<file path="src/rtl/iterative_muldiv_unit_if.sv">
// Request/response bundle for the iterative multiply/divide unit.
// The master issues operations and the slave (the unit) returns HI/LO results.
interface iterative_muldiv_unit_if #(
    parameter int unsigned WIDTH = 32
) ();
    logic             start;
    logic [1:0]       op;
    logic [WIDTH-1:0] a;
    logic [WIDTH-1:0] b;
    logic             busy;
    logic             done;
    logic [WIDTH-1:0] hi;
    logic [WIDTH-1:0] lo;
    logic             divzero;

    modport master (
        output start, op, a, b,
        input  busy, done, hi, lo, divzero
    );

    modport slave (
        input  start, op, a, b,
        output busy, done, hi, lo, divzero
    );
endinterface

</file>
<file path="src/rtl/iterative_muldiv_unit.sv">
// Radix-2 multi-cycle MULT/MULTU/DIV/DIVU into HI/LO: one shift-add or
// restoring-divide step per clock, with a start/busy/done handshake.
module iterative_muldiv_unit #(
    parameter int unsigned WIDTH = 32,
    parameter int unsigned CNT_W = $clog2(WIDTH)
) (
    input  logic                   clk,
    input  logic                   reset,
    iterative_muldiv_unit_if.slave bus
);
    localparam int unsigned PW = 2 * WIDTH;

    typedef enum logic [1:0] {IDLE, CALC, FINISH} state_e;

    state_e           state_q, state_d;
    logic             is_div_q, is_div_d;
    logic             neg_res_q, neg_res_d;
    logic             neg_rem_q, neg_rem_d;
    logic             dz_q, dz_d;
    logic [WIDTH-1:0] acc_q, acc_d;
    logic [WIDTH-1:0] mq_q, mq_d;
    logic [WIDTH-1:0] mcand_q, mcand_d;
    logic [CNT_W-1:0] cnt_q, cnt_d;
    logic [WIDTH-1:0] hi_q, hi_d;
    logic [WIDTH-1:0] lo_q, lo_d;
    logic             done_q, done_d;
    logic             divzero_q, divzero_d;

    logic             a_neg, b_neg, div_by_zero;
    logic [WIDTH-1:0] a_abs, b_abs;
    logic [WIDTH:0]   mul_sum, rem_sh, trial;
    logic [PW-1:0]    prod;
    logic [WIDTH-1:0] quot, rem;

    // Next-state, datapath step and result fix-up
    always_comb begin
        state_d   = state_q;
        is_div_d  = is_div_q;
        neg_res_d = neg_res_q;
        neg_rem_d = neg_rem_q;
        dz_d      = dz_q;
        acc_d     = acc_q;
        mq_d      = mq_q;
        mcand_d   = mcand_q;
        cnt_d     = cnt_q;
        hi_d      = hi_q;
        lo_d      = lo_q;
        done_d    = 1'b0;
        divzero_d = divzero_q;

        a_neg       = bus.op[0] & bus.a[WIDTH-1];
        b_neg       = bus.op[0] & bus.b[WIDTH-1];
        a_abs       = a_neg ? -bus.a : bus.a;
        b_abs       = b_neg ? -bus.b : bus.b;
        div_by_zero = bus.op[1] && (bus.b == '0);

        mul_sum = {1'b0, acc_q} + (mq_q[0] ? {1'b0, mcand_q} : '0);
        rem_sh  = {acc_q, mq_q[WIDTH-1]};
        trial   = rem_sh - {1'b0, mcand_q};

        prod = {acc_q, mq_q};
        if (neg_res_q) begin
            prod = -prod;
        end
        quot = neg_res_q ? -mq_q : mq_q;
        rem  = neg_rem_q ? -acc_q : acc_q;

        case (state_q)
            IDLE: begin
                if (bus.start) begin
                    is_div_d  = bus.op[1];
                    neg_res_d = a_neg ^ b_neg;
                    neg_rem_d = a_neg;
                    dz_d      = div_by_zero;
                    cnt_d     = '0;
                    divzero_d = 1'b0;
                    acc_d     = '0;
                    mq_d      = bus.op[1] ? a_abs : b_abs;
                    mcand_d   = bus.op[1] ? b_abs : a_abs;
                    // Divide by zero skips iteration; raw dividend parks in acc for HI
                    if (div_by_zero) begin
                        acc_d   = bus.a;
                        state_d = FINISH;
                    end else begin
                        state_d = CALC;
                    end
                end
            end
            CALC: begin
                cnt_d = cnt_q + CNT_W'(1);
                if (is_div_q) begin
                    if (!trial[WIDTH]) begin
                        acc_d = trial[WIDTH-1:0];
                        mq_d  = {mq_q[WIDTH-2:0], 1'b1};
                    end else begin
                        acc_d = rem_sh[WIDTH-1:0];
                        mq_d  = {mq_q[WIDTH-2:0], 1'b0};
                    end
                end else begin
                    acc_d = mul_sum[WIDTH:1];
                    mq_d  = {mul_sum[0], mq_q[WIDTH-1:1]};
                end
                if (cnt_q == CNT_W'(WIDTH - 1)) begin
                    state_d = FINISH;
                end
            end
            FINISH: begin
                done_d  = 1'b1;
                state_d = IDLE;
                if (dz_q) begin
                    hi_d      = acc_q;
                    lo_d      = '1;
                    divzero_d = 1'b1;
                end else if (is_div_q) begin
                    hi_d = rem;
                    lo_d = quot;
                end else begin
                    hi_d = prod[PW-1:WIDTH];
                    lo_d = prod[WIDTH-1:0];
                end
            end
            default: state_d = IDLE;
        endcase
    end

    // State and datapath registers, synchronous reset
    always_ff @(posedge clk) begin
        if (reset) begin
            state_q   <= IDLE;
            is_div_q  <= 1'b0;
            neg_res_q <= 1'b0;
            neg_rem_q <= 1'b0;
            dz_q      <= 1'b0;
            acc_q     <= '0;
            mq_q      <= '0;
            mcand_q   <= '0;
            cnt_q     <= '0;
            hi_q      <= '0;
            lo_q      <= '0;
            done_q    <= 1'b0;
            divzero_q <= 1'b0;
        end else begin
            state_q   <= state_d;
            is_div_q  <= is_div_d;
            neg_res_q <= neg_res_d;
            neg_rem_q <= neg_rem_d;
            dz_q      <= dz_d;
            acc_q     <= acc_d;
            mq_q      <= mq_d;
            mcand_q   <= mcand_d;
            cnt_q     <= cnt_d;
            hi_q      <= hi_d;
            lo_q      <= lo_d;
            done_q    <= done_d;
            divzero_q <= divzero_d;
        end
    end

    assign bus.busy    = (state_q != IDLE);
    assign bus.done    = done_q;
    assign bus.hi      = hi_q;
    assign bus.lo      = lo_q;
    assign bus.divzero = divzero_q;
endmodule

</file>
<file path="src/flat_wrapper.sv">
// flat-port wrapper written by rule: the top's interface ports become plain ports
module iterative_muldiv_unit_flat 
#(
    parameter int unsigned WIDTH = 32,
    parameter int unsigned CNT_W = $clog2(WIDTH)
)
  (clk, reset, bus_start, bus_op, bus_a, bus_b, bus_busy, bus_done, bus_hi, bus_lo, bus_divzero);
  iterative_muldiv_unit_if #(.WIDTH(WIDTH)) bus_i ();
  input  logic clk;
  input  logic reset;
  input wire logic [$bits(bus_i.start)-1:0] bus_start;
  input wire logic [$bits(bus_i.op)-1:0] bus_op;
  input wire logic [$bits(bus_i.a)-1:0] bus_a;
  input wire logic [$bits(bus_i.b)-1:0] bus_b;
  output wire logic [$bits(bus_i.busy)-1:0] bus_busy;
  output wire logic [$bits(bus_i.done)-1:0] bus_done;
  output wire logic [$bits(bus_i.hi)-1:0] bus_hi;
  output wire logic [$bits(bus_i.lo)-1:0] bus_lo;
  output wire logic [$bits(bus_i.divzero)-1:0] bus_divzero;
  assign bus_i.start = bus_start;
  assign bus_i.op = bus_op;
  assign bus_i.a = bus_a;
  assign bus_i.b = bus_b;
  assign bus_busy = bus_i.busy;
  assign bus_done = bus_i.done;
  assign bus_hi = bus_i.hi;
  assign bus_lo = bus_i.lo;
  assign bus_divzero = bus_i.divzero;
  iterative_muldiv_unit #(.WIDTH(WIDTH), .CNT_W(CNT_W)) u_core (.clk(clk), .reset(reset), .bus(bus_i));
endmodule
</file>
<file path="config.mk">
export PLATFORM = sky130hd
export DESIGN_NAME = iterative_muldiv_unit_flat
export DESIGN_NICKNAME = d
export VERILOG_FILES = /design/src/rtl/iterative_muldiv_unit_if.sv /design/src/rtl/iterative_muldiv_unit.sv /design/src/flat_wrapper.sv
export SDC_FILE = /design/constraint.sdc
export NUM_CORES = 1
export LEC_CHECK = 0
export CORE_UTILIZATION = 28
export CTS_BUF_LIST = sky130_fd_sc_hd__clkbuf_2
export CTS_CLUSTER_SIZE = 25
export DETAILED_ROUTE_END_ITERATION = 8
export DONT_BUFFER_PORTS = 1
export RECOVER_POWER = 50
export SLEW_MARGIN = 20
export SYNTH_ARGS = -nofsm -noshare
export SYNTH_HDL_FRONTEND = slang
export SYNTH_SLANG_ARGS = --single-unit
</file>
<file path="constraint.sdc">
create_clock -name clk -period 4.25 [get_ports clk]
set_clock_uncertainty 0.2 [all_clocks]
set_input_delay 1.275 -clock clk [delete_from_list [all_inputs] [get_ports clk]]
set_output_delay 1.275 -clock clk [all_outputs]
set_load 0.02 [all_outputs]
</file>
==> results.sh, run 1 <==
export IMPL_peakVddDrop_mv=0.178
export IMPL_grt_max_degree=156
export IMPL_die_y_um=230
export IMPL_syn2layout_area_growth_pct=8.88
export IMPL_yosysTopAreaCell="dfxtp_1"
export IMPL_drc_errors=0
export IMPL_vias=15400
export IMPL_reg2reg_to="u_core.acc_q[29]$_SDFFE_PP0P_"
export IMPL_cap_violations=5
export IMPL_dieArea_sq_um=52900
export IMPL_dr_pass1_iters=6
export IMPL_htreeDepth=4
export IMPL_power_density_nw_per_um2=284
export IMPL_synth_edf_count=0
export IMPL_worst_pin_slew_ps=1930
export IMPL_finalWirelength_mm=60.5
export IMPL_cts_buffers=17
export IMPL_final_antenna_net_count=0
export IMPL_io_buffers=0
export IMPL_arrival_ps=4620
export IMPL_gp_congestion=0.942
export IMPL_ys_flop_type="dfxtp_1"
export IMPL_placed_cell_area_sq_um=15600
export IMPL_hold_viol_final=0
export IMPL_outcome="finished with violations"
export IMPL_fin_nets=2101
export IMPL_dp_hpwl_mm=47.2
export IMPL_grt_overflow_total=0
export IMPL_insertion_delay_ps=920
export IMPL_ys_ff_latch=173
export IMPL_synthArstFlopShare=0
export IMPL_cts_tree="built"
export IMPL_yosys_warnings=0
export IMPL_vias_per_cell=5.82
export IMPL_drive_gt1_frac=0.0973
export IMPL_first_iter_violations=1463
export IMPL_worstReg2RegStart="u_core.mcand_q[0]$_SDFFE_PP0P_"
export IMPL_critPathKind="reg2reg"
export IMPL_critPathLaunchType="register"
export IMPL_cts_clk_slew_worst_paths_ps=280
export IMPL_holdCritPathClass="in2reg"
export IMPL_setup_viol=0
export IMPL_synth_cell_types=80
export IMPL_synth_area_leaders="dfxtp_1 24%, xnor2_1 6.5%, ha_1 6.0%, nor2_1 6.0%, a21oi_1 5.7%"
export IMPL_rrSetupSlack_ps=250
export IMPL_antenna_found_initial=2
export IMPL_synth_cells=1978
export IMPL_min_period_over_period=0.941
export IMPL_dp_cells=2621
export IMPL_cp_required_ps=4870
export IMPL_yosysSeqAreaShare=0.238
export IMPL_grt_pass1_wl_mm=90.2
export IMPL_reg2regPathDepth=14
export IMPL_final_cell_count_no_fill=2654
export IMPL_critPathCaptureType="register"
export IMPL_synth_top_cell_area_share=0.238
export IMPL_stdcell_area_sq_um=15800
export IMPL_period_needed_ps=4000
export IMPL_rsz0062_at_grt="no"
export IMPL_fin_ws_ps=249
export IMPL_leakage_nw=5.98
export IMPL_grt_usage=0.223
export IMPL_core_region_area_sq_um=51300
export IMPL_cts_buffer_depth=2
export IMPL_slew_limit_headroom=-0.286
export IMPL_start_util=0.284
export IMPL_endpoint="u_core.acc_q[29]$_SDFFE_PP0P_"
export IMPL_cts_sinks=173
export IMPL_netlist_top_cells_count="233 x nor2_1, 173 x dfxtp_1, 169 x nand2_1"
export IMPL_synth_area_sq_um=14500
export IMPL_dp_slack_ps=91.4
export IMPL_violations="max-capacitance violations, max-slew violations"
export IMPL_avgSynthCellArea_sq_um=7.35
export IMPL_drv_slew=242
export IMPL_die_w_um=230
export IMPL_hp_start="reset"
export IMPL_power_w=0.00450
export IMPL_cp_max_fo=5
export IMPL_cts_root_buf="clkbuf_2"
export IMPL_rows=83
export IMPL_grt_pass1_vias=14300
export IMPL_pin_count=136
export IMPL_synth_most_common_cell="nor2_1"
export IMPL_fmax_mhz=250
export IMPL_syn_nets=2119
export IMPL_finalSetupTns_ps=0
export IMPL_crit_path_start="u_core.mcand_q[0]$_SDFFE_PP0P_"
export IMPL_wl_per_cell_um=22.8
[critical path, stage by stage, from the launching register on]
cell	delay, ps
dfxtp_1	390
buf_4	140
and2_1	130
ha_1	210
fa_1	430
a21o_1	220
a221oi_1	420
o21a_1	260
o21ai_0	170
a2111oi_1	470
buf_4	210
o21a_1	170
or4b_2	130
a31oi_1	70
o31a_1	310
[cells by family (layout without fill, tap and decap cells)]
kind of cell	count (synthesis)	in the layout	share of synthesized area
simple gates	641	641	0.208
buf+inv	201	196	0.0527
mux	58	58	0.0431
other cells	0	1	0
flops	173	173	0.238
compound gates	672	672	0.298
xor+xnor	161	161	0.0969
fa+ha+maj	72	72	0.0630
[power breakdown]
group / switching [W] / internal [W] / total, W
sequential: 0.0000880 / 0.00170 / 0.00179
combinational: 0.00107 / 0.000707 / 0.00177
clock: 0.000655 / 0.000280 / 0.000936
[cell usage in the layout, fill, tap and decap left out, types with 6 or more instances in the layout]
master    instances
o31ai_1          21
ha_1             70
and2_1           10
o31a_1            6
a21oi_1         165
a221oi_1         15
nand2_1         169
or2_2            13
o211ai_1         29
xnor2_1         108
nand3_1          32
a211oi_1         59
o22ai_1          64
buf_4            84
nor2_1          232
xor2_1           53
a22oi_1          27
a31oi_1          20
and3_1            7
or3_1            25
mux2i_1          21
o21bai_1         10
inv_1            70
nor3_1           45
a221o_1           6
nand4_1          20
o21ai_0         132
nor4_1           21
a21o_1           34
or4_1            10
o21a_1           13
a21boi_0          8
nor2b_1          13
dfxtp_1         170
a311oi_1         10
clkbuf_2         23
mux2_2           37
o41ai_1           6
nand2b_1         14
[sequential cells by signal, indices dropped and copies added (netlist names)]
name,count
u_core.is_div_q,1
u_core.mq_q,32
u_core.mcand_q,32
u_core.dz_q,1
u_core.neg_res_q,1
u_core.bus.hi,32
u_core.bus.divzero,1
u_core.bus.lo,32
u_core.neg_rem_q,1
u_core.bus.done,1
u_core.cnt_q,5
u_core.acc_q,32
u_core.state_q,2
[repair_timing]
action,CTS,global route
hold buffers,0,0
setup buffers,0,0
setup endpoints to repair,0,6
gates resized for setup,0,4
[per-layer routing]
layer | share of wire | wire [um] | GRT usage | vias up
li1 | - | - | - | 7229
met1 | 0.43 | 26200 | 0.297 | 7343
met2 | 0.42 | 25500 | 0.329 | 738
met3 | 0.096 | 5820 | 0.0632 | 128
met4 | 0.049 | 2970 | 0.107 | 2
met5 | 0.00031 | 19 | 0 | -
[per-stage QoR]
step / hold WS [ps] / utilization
after floorplan: 232 / -
after global placement: 236 / 0.305
after detailed placement: 243 / 0.305
after CTS: 113 / 0.309
after global routing: 122 / 0.309
final: 187 / 0.309
[final cells by class]
cell class	count	area (sq um)
Fill cell	5604	35500
Antenna cell	1	2.50
Sequential cell	173	3470
Clock buffer	22	110
Timing Repair Buffer	92	694
Tap cell	680	851
Clock inverter	10	116
Multi-Input combinational cell	1604	10300
Inverter	72	274
[how the worst min path moves through the flow]
| stage | end | slack [ps] | depth (start not counted) |
|---|---|---|---|
| after detailed placement | u_core.mcand_q[17]$_SDFFE_PP0P_ | 240 | 2 |
| after floorplan | u_core.mcand_q[28]$_SDFFE_PP0P_ | 230 | 2 |
| after CTS | u_core.acc_q[14]$_SDFFE_PP0P_ | 110 | 1 |
| final | u_core.acc_q[25]$_SDFFE_PP0P_ | 190 | 1 |
| after global routing | u_core.acc_q[25]$_SDFFE_PP0P_ | 120 | 1 |
| after global placement | u_core.mcand_q[27]$_SDFFE_PP0P_ | 240 | 2 |
Power figures use the tool's default switching activity.
==> run 2, diff against run 1 <==
--- a/config.mk
+++ b/config.mk
@@ -15,3 +15,4 @@
 export SYNTH_ARGS = -nofsm -noshare
 export SYNTH_HDL_FRONTEND = slang
 export SYNTH_SLANG_ARGS = --single-unit
+export TNS_END_PERCENT = 1
==> results of run 2 <==
Same layout as run 1: the final DEF is identical, and so are final timing and power.
==> run 3, diff against run 2 <==
--- a/config.mk
+++ b/config.mk
@@ -11,6 +11,7 @@
 export DETAILED_ROUTE_END_ITERATION = 8
 export DONT_BUFFER_PORTS = 1
 export RECOVER_POWER = 50
+export REMOVE_ABC_BUFFERS = 1
 export SLEW_MARGIN = 20
 export SYNTH_ARGS = -nofsm -noshare
 export SYNTH_HDL_FRONTEND = slang
==> run 3 against run 2 <==
  * The flow still finishes with violations (max-capacitance violations, max-slew violations)
  * Sequential share of layout area increased by 0.16 points
  * Critical path type is now in2reg
  * Global-route usage decreased by 0.44 points
  * Critical endpoint is now u_core.acc_q[20]$_SDFFE_PP0P_
  * Sequential power about the same
  * Maximum frequency increased by 0.96%
==> results.sh, run 3 (synthesis gave the netlist of run 1 again) <==
export IMPL_outcome="finished with violations"
export IMPL_violations="max-capacitance violations, max-slew violations"
export IMPL_start_util=0.284
export IMPL_final_cell_mix="232 x nor2_1, 171 x dfxtp_1, 169 x nand2_1, 165 x a21oi_1, 132 x o21ai_0"
export IMPL_vias=15100
export IMPL_cp_required_ps=4930
export IMPL_critPathKind="in2reg"
export IMPL_fin_nets=2081
export IMPL_finalWirelength_mm=59.2
export IMPL_cp_slowest_cell="clkbuf_1"
export IMPL_stdcell_area_sq_um=15700
export IMPL_cts_buffer_depth=2
export IMPL_power_density_nw_per_um2=290
export IMPL_arrival_ps=4640
export IMPL_slew_limit_headroom=-0.0695
export IMPL_critPathCaptureType="register"
export IMPL_critPathMaxStageDelay_ps=970
export IMPL_grt_pass1_vias=14100
export IMPL_antenna_found_initial=1
export IMPL_rsz0062_at_grt="no"
export IMPL_grt_max_degree=156
export IMPL_worstReg2RegStart="u_core.mq_q[31]$_SDFFE_PP0P_"
export IMPL_power_w=0.00456
export IMPL_drive_gt1_frac=0.0896
export IMPL_ff_latch_area_sq_um=3470
export IMPL_fmax_mhz=252
export IMPL_syn2layout_area_growth_pct=8.05
export IMPL_cp_max_fo=18
export IMPL_dieArea_sq_um=52900
export IMPL_gp_congestion=0.923
export IMPL_die_y_um=230
export IMPL_placed_cell_area_sq_um=15500
export IMPL_worstPathCellList="or4_4 > nor4_1 > nand2b_1 > or3_4 > nor4_4 > clkbuf_1 > a22oi_1 > a21boi_0 > a221oi_1"
export IMPL_worst_path_buf_inv=1
export IMPL_setup_viol=0
export IMPL_dp_hpwl_mm=45.6
export IMPL_cts_buffers=17
export IMPL_hp_start="reset"
export IMPL_insertion_delay_ps=940
export IMPL_io_buffers=0
export IMPL_layout_commonest_cell="nor2_1"
export IMPL_htreeDepth=4
export IMPL_post_cts_buffers=0
export IMPL_crit_path_start="bus_b[21]"
export IMPL_die_w_um=230
export IMPL_grt_overflow_total=0
export IMPL_leakage_nw=5.91
export IMPL_utilization=0.306
export IMPL_critPathLaunchType="input port"
export IMPL_cts_sinks=173
export IMPL_first_iter_violations=1441
export IMPL_core_region_area_sq_um=51300
export IMPL_wl_per_cell_um=22.5
export IMPL_final_antenna_net_count=0
export IMPL_holdCritPathClass="in2reg"
export IMPL_peakVddDrop_mv=0.119
export IMPL_cts_root_buf="clkbuf_2"
export IMPL_whs_ps=222
export IMPL_min_period_over_period=0.932
export IMPL_critPathTopFamily="simple AND/OR/NAND/NOR gates"
export IMPL_cts_tree="built"
export IMPL_period_needed_ps=3960
export IMPL_drv_slew=72
export IMPL_worst_pin_slew_ps=1600
export IMPL_nFillCells=5553
export IMPL_grt_pass1_wl_mm=88.2
export IMPL_vias_per_cell=5.71
export IMPL_dr_pass1_iters=6
export IMPL_multi_input_area_sq_um=10300
export IMPL_cap_violations=3
export IMPL_pin_count=136
export IMPL_drc_errors=0
export IMPL_hold_viol_final=0
export IMPL_rows=83
export IMPL_cts_clk_slew_worst_paths_ps=330
export IMPL_grt_usage=0.219
==> run 3: cell count changes in the layout (fill, tap and decap cells not counted), moves of 2 or more <==
cell	change
clkinv_2	+2
clkbuf_2	-4
inv_6	+3
buf_4	-19
clkinvlp_4	-3
==> run 3: area by class of cell <==
cell class | instances | share of cell area
clock inverters | 15 | 0.0117
flip-flops and latches | 173 | 0.221
diodes | 1 | 0.000159
multi-input cells | 1604 | 0.657
clock buffers | 17 | 0.00541
inverters | 72 | 0.0172
well taps | 680 | 0.0541
repair buffers | 72 | 0.0339
==> run 3: path summary, 6_finish.rpt <==
kind                                    end  slack [ps]  cells past startpoint
min reg2reg  u_core.mcand_q[4]$_SDFFE_PP0P_         280                      2
max reg2reg   u_core.acc_q[24]$_SDFFE_PP0P_         330                     14
min            u_core.acc_q[7]$_SDFFE_PP0P_         220                      1
max           u_core.acc_q[20]$_SDFFE_PP0P_         290                      9
==> run 3: worst register-to-register path, delay by kind of cell, from the launching register on <==
family / cells / cell delay, ps
AND/OR/NAND/NOR: 2 / 340
multiplexers: 1 / 320
adder cells (fa/ha/maj): 2 / 660
flip-flops: 1 / 400
buffers and inverters: 3 / 450
AO/OA/AOI/OAI: 6 / 1470
==> run 3: metal layers <==
layer,global-route usage,vias to the layer above,share of wire
met3,0.0373,108,0.065
li1,-,7163,-
met2,0.356,573,0.46
met4,0.107,0,0.045
met5,0,-,0
met1,0.279,7209,0.43
==> run 3: power by group <==
part	internal, W	total [W]	switching, W
Clock	0.000341	0.00104	0.000700
Combinational	0.000691	0.00171	0.00102
Sequential	0.00170	0.00181	0.000110
==> run 3: through the flow <==
| step | setup TNS [ps] | instances | worst slack (ps) |
|---|---|---|---|
| global route | 0 | 2634 | 68.3 |
| global placement | 0 | 2601 | 87.6 |
| CTS | 0 | 2633 | 321 |
| detailed placement | 0 | 2601 | 71.1 |
| floorplan | -42350 | 1849 | -1380 |
| finish | 0 | 2634 | 287 |
==> run 3: what timing repair did <==
action	in CTS	in global routing
gates resized for setup	0	1
hold buffers	0	0
endpoints found under the hold margin	0	0
setup endpoints to repair	0	1
